**config.mk**
```make
export PLATFORM = sky130hd
export DESIGN_NAME = quick_cpu_loader
export DESIGN_NICKNAME = d
export VERILOG_FILES = /design/src/rtl/quick_cpu_pkg.sv /design/src/rtl/quick_cpu_stb_sync.sv /design/src/rtl/quick_cpu_loader.sv
export SDC_FILE = /design/constraint.sdc
export NUM_CORES = 1
export LEC_CHECK = 0
export BUFFER_PORTS_ARGS = -buffer_cell sky130_fd_sc_hd__buf_4
export CAP_MARGIN = 10
export CORE_ASPECT_RATIO = 0.6
export CORE_MARGIN = 1
export CORE_UTILIZATION = 53
export CTS_BUF_LIST = sky130_fd_sc_hd__clkbuf_4 sky130_fd_sc_hd__clkbuf_8
export DETAILED_ROUTE_END_ITERATION = 8
export GPL_ROUTABILITY_DRIVEN = 0
export PLACE_DENSITY_LB_ADDON = 0.08
export SKIP_CTS_REPAIR_TIMING = 1
export SLEW_MARGIN = 30
export SYNTH_ARGS = -nofsm -noshare
export SYNTH_HDL_FRONTEND = slang
export SYNTH_SLANG_ARGS = --single-unit
```
**constraint.sdc**
```tcl
create_clock -name clk -period 1.5 [get_ports clk]
set_input_delay 0.225 -clock clk [delete_from_list [all_inputs] [get_ports clk]]
set_output_delay 0.225 -clock clk [all_outputs]
set_load 0.01 [all_outputs]
```
**src/rtl/quick_cpu_pkg.sv**
```systemverilog
// Shared definitions for the quick_cpu program loader.
// Frame header constant, loader states and frame-length limit.
package quick_cpu_pkg;

    localparam logic [7:0] SYNC_BYTE = 8'hA5;

    typedef enum logic [2:0] {
        ST_IDLE,
        ST_LEN,
        ST_DATA,
        ST_CSUM,
        ST_DONE,
        ST_ERR
    } ld_state_t;

    // Legal LEN is 1..2**aw inclusive.
    function automatic logic len_ok(input logic [7:0] b, input int aw);
        return (b != 8'h00) && (int'(b) <= (1 << aw));
    endfunction

endpackage

```
**src/rtl/quick_cpu_stb_sync.sv**
```systemverilog
// Two-flop synchroniser for the async byte strobe plus a
// delay flop; emits a one-cycle pulse per rising edge.
module quick_cpu_stb_sync (
    input  logic clk,
    input  logic rst,
    input  logic async_in,
    output logic pulse
);

    logic s1, s2, s3;

    always_ff @(posedge clk) begin
        if (rst) begin
            s1 <= 1'b0;
            s2 <= 1'b0;
            s3 <= 1'b0;
        end else begin
            s1 <= async_in;
            s2 <= s1;
            s3 <= s2;
        end
    end

    assign pulse = s2 & ~s3;

endmodule

```
**src/rtl/quick_cpu_loader.sv**
```systemverilog
// Frame loader: receives SYNC/LEN/data/CSUM bytes, writes program
// RAM and holds the CPU in reset until a verified frame lands.
module quick_cpu_loader
    import quick_cpu_pkg::*;
#(
    parameter int         ADDR_W = 4,
    parameter logic [7:0] SYNC   = SYNC_BYTE
) (
    input  logic              clk,
    input  logic              rst,
    input  logic              load_en,
    input  logic [7:0]        in_data,
    input  logic              in_stb,
    output logic              mem_we,
    output logic [ADDR_W-1:0] mem_addr,
    output logic [7:0]        mem_wdata,
    output logic              cpu_hold,
    output logic              done,
    output logic              err
);

    localparam int LW = ADDR_W + 1;

    ld_state_t         state, state_n;
    logic [LW-1:0]     len, len_n;
    logic [LW-1:0]     count, count_n;
    logic [7:0]        csum, csum_n;
    logic              hold_n;
    logic              wr_pend, wr_pend_n;
    logic [ADDR_W-1:0] wr_addr, wr_addr_n;
    logic [7:0]        wr_data, wr_data_n;
    logic              stb;

    quick_cpu_stb_sync u_sync (
        .clk      (clk),
        .rst      (rst),
        .async_in (in_stb),
        .pulse    (stb)
    );

    always_ff @(posedge clk) begin
        if (rst) begin
            state    <= ST_IDLE;
            len      <= '0;
            count    <= '0;
            csum     <= '0;
            cpu_hold <= 1'b0;
            done     <= 1'b0;
            err      <= 1'b0;
            wr_pend  <= 1'b0;
            wr_addr  <= '0;
            wr_data  <= '0;
        end else begin
            state    <= state_n;
            len      <= len_n;
            count    <= count_n;
            csum     <= csum_n;
            cpu_hold <= hold_n;
            done     <= (state_n == ST_DONE);
            err      <= (state_n == ST_ERR);
            wr_pend  <= wr_pend_n;
            wr_addr  <= wr_addr_n;
            wr_data  <= wr_data_n;
        end
    end

    // Output write stage; a pending write survives a load_en drop.
    always_ff @(posedge clk) begin
        if (rst) begin
            mem_we    <= 1'b0;
            mem_addr  <= '0;
            mem_wdata <= '0;
        end else begin
            mem_we    <= wr_pend;
            mem_addr  <= wr_addr;
            mem_wdata <= wr_data;
        end
    end

    always_comb begin
        state_n   = state;
        len_n     = len;
        count_n   = count;
        csum_n    = csum;
        hold_n    = cpu_hold;
        wr_pend_n = 1'b0;
        wr_addr_n = wr_addr;
        wr_data_n = wr_data;
        case (state)
            ST_IDLE: begin
                if (stb && load_en && in_data == SYNC) begin
                    state_n = ST_LEN;
                    hold_n  = 1'b1;
                end
            end
            ST_LEN: begin
                if (!load_en) begin
                    state_n = ST_ERR;
                end else if (stb) begin
                    if (!len_ok(in_data, ADDR_W)) begin
                        state_n = ST_ERR;
                    end else begin
                        len_n   = LW'(in_data);
                        count_n = '0;
                        csum_n  = '0;
                        state_n = ST_DATA;
                    end
                end
            end
            ST_DATA: begin
                if (!load_en) begin
                    state_n = ST_ERR;
                end else if (stb) begin
                    wr_pend_n = 1'b1;
                    wr_addr_n = count[ADDR_W-1:0];
                    wr_data_n = in_data;
                    csum_n    = csum ^ in_data;
                    count_n   = count + LW'(1);
                    if (count + LW'(1) == len)
                        state_n = ST_CSUM;
                end
            end
            ST_CSUM: begin
                if (!load_en) begin
                    state_n = ST_ERR;
                end else if (stb) begin
                    if (in_data == csum) begin
                        state_n = ST_DONE;
                        hold_n  = 1'b0;
                    end else begin
                        state_n = ST_ERR;
                    end
                end
            end
            ST_DONE: begin
                if (!load_en)
                    state_n = ST_IDLE;
            end
            ST_ERR: begin
                if (!load_en)
                    state_n = ST_IDLE;
            end
            default: state_n = ST_IDLE;
        endcase
    end

endmodule

```
==> key figures <==
Logic synthesis
  • Post-synthesis sequential element count: 53
  • Syn Inst Count: 248
  • Cell Area, Synth: around 2200 µm²
  • Sequential area share after synthesis: 0.476
  • Syn Nets: about 260
  • Top_reg_cell synth: dfxtp_1
  • Library cells used by synthesis: 40
  • Syn Area/Cell: between 8 and 9 µm²
  • Yosys warning total: 0
  • Synth async-reset ratio: 0
  • Post-synth EDFFs: 0

STA
  • Final Setup Violations: 24
  • Final Hold Viols: 0
  • Slew HR: 0.661
  • Slew Viols, Final: 0
  • Worst Skew: 8.52 ps
  • Worst-Margin Slew: ~510 ps
  • Final setup TNS: -568 ps
  • RSZ-0062 raised after global routing: yes
  • Post-route minimum period: roughly 1500 ps
  • PnR worst setup slack: -49.9 ps
  • Post-route clock period utilization: 1.03
  • Fmax: 0.645 GHz

Critical path
  • R2R Path Start: state[2]
  • Crit path launch type: register
  • Crit path required time: around 1700 ps
  • Slowest Stage Delay on Critical Path: 370 ps
  • CP delay by family, top: simple AND/OR/NAND/NOR gates
  • R2r endpoint: csum[7]
  • CP cell instances: and2b_1, nand2b_1, buf_4, nor2_4, buf_12, o21ai_0, a211oi_1
  • Critical Path AT: roughly 1800 ps
  • Worst reg-to-reg path cell count: 7
  • Critical path type: reg -> reg
  • Slowest-stage cell, CP: dfxtp_4
  • Worst Path Buf+Inv: 2
  • Crit. End Element: register
  • CP Max Fanout: 14
  • Flop2flop setup slack: -50 ps

Die
  • FP Rows: 17
  • Area of the die: 4470 µm²
  • Die W: 85.7 µm
  • Initial Utilization: 0.578
  • Num ports: 28
  • CORE AREA: between 3000 and 4000 µm²
  • Die Height: between 50 and 60 µm

Detailed routing
  • Total iterations of the first detailed-routing run: 4
  • DR vias/cell: 5.37
  • Vias: about 2.0k
  • DRC: 0
  • WL final: 5940 µm
  • Antenna-violating nets left: 0
  • Routed len/inst: between 15 and 20 µm
  • DR iter-0 viols: ~120

GRT
  • Met1 Track Usage GR: 0.346
  • First-pass GRT wire length: around 8200 µm
  • GR Util met3: 0.0614
  • GRT busiest layer: met2
  • Grt met2 use: 0.376
  • Vias in the first global route: approximately 1.8k
  • Total grt overflow: 0
  • Gr usage total: 0.242
  • Largest net degree at the start of global routing: 50
  • Initial antenna violation count: 0

Clock tree
  • Clock slew at reported path FFs: ~100 ps
  • CTS tree: yes
  • Clk_lat worst skew: 310 ps
  • Clock sink count: 53
  • Total CTS buffers: 5
  • H-tree depth reported by CTS: 2
  • Root Buffer: clkbuf_8
  • Largest buffer count on any clock path: 2

Run status
  • Outcome: finished, violations left
  • Failing checks: negative setup slack

Cells and area
  • Fraction of layout cells with a size suffix above 1: 0.417
  • Footprint of the multi-input gates: 1340 µm²
  • ANT cells: 0
  • Fin nets: ~330
  • Reg area: around 1100 µm²
  • Final Core Density: 0.842
  • Most common cell after layout, fill and taps aside: buf_4
  • Syn-to-layout area delta: 45.5%
  • Fillcell total: 229
  • Commonest non-fill, non-tap cells in the layout: 72 x buf_4, 42 x dfxtp_1, 31 x nand2_1

Power
  • Static leakage: ~0.0013 µW
  • Switching power: roughly 570 µW
  • Max IR drop VDD: 0.672 mV
  • Flop pwr share: 0.587
  • Sw frac: 0.237
  • Pwr/cell area: about 740 nW/µm²
  • Internal: 1830 µW
  • Logic pwr share: 0.071
  • Clock power share: 0.342

Placed design
  • Port buffer count: 27
  • Hpwl dp: around 3600 µm

Hold path
  • Hold path start: in_stb
  • Hold depth: 2
  • Worst hold path class: in -> reg
  • Worst Hold Path EP: u_sync.s1

Flow run
  • MaxCap Viol Count: 0
## synth_stat cells (2+ instances only)
library cell	number	area (µm²)
buf_2	2	10.0
nand2b_1	6	37.5
inv_1	5	18.8
o21ai_0	3	15.0
nand3_1	7	35.0
nor3_1	5	25.0
nand4_1	3	18.8
xor2_1	4	35.0
nor4bb_1	2	20.0
nand2_1	32	120
a21oi_1	26	130
xnor2_1	8	70.1
nor2_1	12	45.0
a211oi_1	12	90.1
dfxtp_1	53	1060
clkbuf_1	12	45.0
nor2b_1	22	138
mux2i_1	5	50.1
a31oi_1	2	12.5
a21o_1	7	52.6
## kinds of logic after synthesis
family / Yosys count / share of synthesized area
buffers and inverters: 20 / 0.0382
AND/OR/NAND/NOR: 97 / 0.230
flip-flops: 53 / 0.476
AO/OA/AOI/OAI: 60 / 0.180
XOR/XNOR: 12 / 0.0472
adder cells (fa/ha/maj): 1 / 0.00562
multiplexers: 5 / 0.0225
## per-layer routing
metal  up-vias  part of all wire
li1       1004                 -
met1       953              0.48
met2        53              0.46
met3         8             0.058
met4         0            0.0071
met5         -                 0
## power groups by stage
stage          logic, µW  clock network (µW)  registers [µW]
6_report             170                 821            1410
5_1_grt              181                 894            1410
4_1_cts              148                 833            1410
3_5_place_dp         147                   0            1440
3_3_place_gp         147                   0            1440
2_1_floorplan       61.3                   0            1440
## registers in the layout, summed over array words and instances, names as in the netlist
signal / count
csum: 8
u_sync.s2: 1
u_sync.s1: 1
state: 3
u_sync.s3: 1
count: 5
mem_addr: 4
wr_addr: 4
len: 5
wr_pend: 1
cpu_hold: 1
mem_wdata: 8
wr_data: 8
done: 1
mem_we: 1
err: 1
## worst max-delay path by stage
| stage | startpoint | to | slack (ps) | depth (start not counted) |
|---|---|---|---|---|
| 2_1_floorplan | state[2] | csum[5] | -40 | 7 |
| 4_1_cts | csum[4] | done | -290 | 5 |
| 5_1_grt | state[2] | wr_data[0] | -140 | 8 |
| 6_report | state[2] | csum[7] | -50 | 7 |
| 3_3_place_gp | in_data[1] | csum[3] | -210 | 7 |
| 3_5_place_dp | csum[4] | done | -240 | 5 |
## area by class of cell
type                            instances  area share
Multi-Input combinational cell        175       0.414
Sequential cell                        53       0.332
Timing Repair Buffer                   78       0.197
Clock buffer                            6      0.0236
Tap cell                               57      0.0220
Inverter                                5     0.00579
Clock inverter                          2     0.00463
## metrics by stage
stage	power [µW]	hold WS [ps]	worst slack, ps	instances	instance area [µm²]
2_1_floorplan	1500	353	-36.5	248	2260
3_3_place_gp	1590	417	-207	363	2820
3_5_place_dp	1590	433	-244	363	2820
4_1_cts	2390	136	-286	371	2910
5_1_grt	2480	154	-136	376	3240
6_report	2400	136	-49.9	376	3240
No activity file was read; power rests on OpenSTA's default activity.
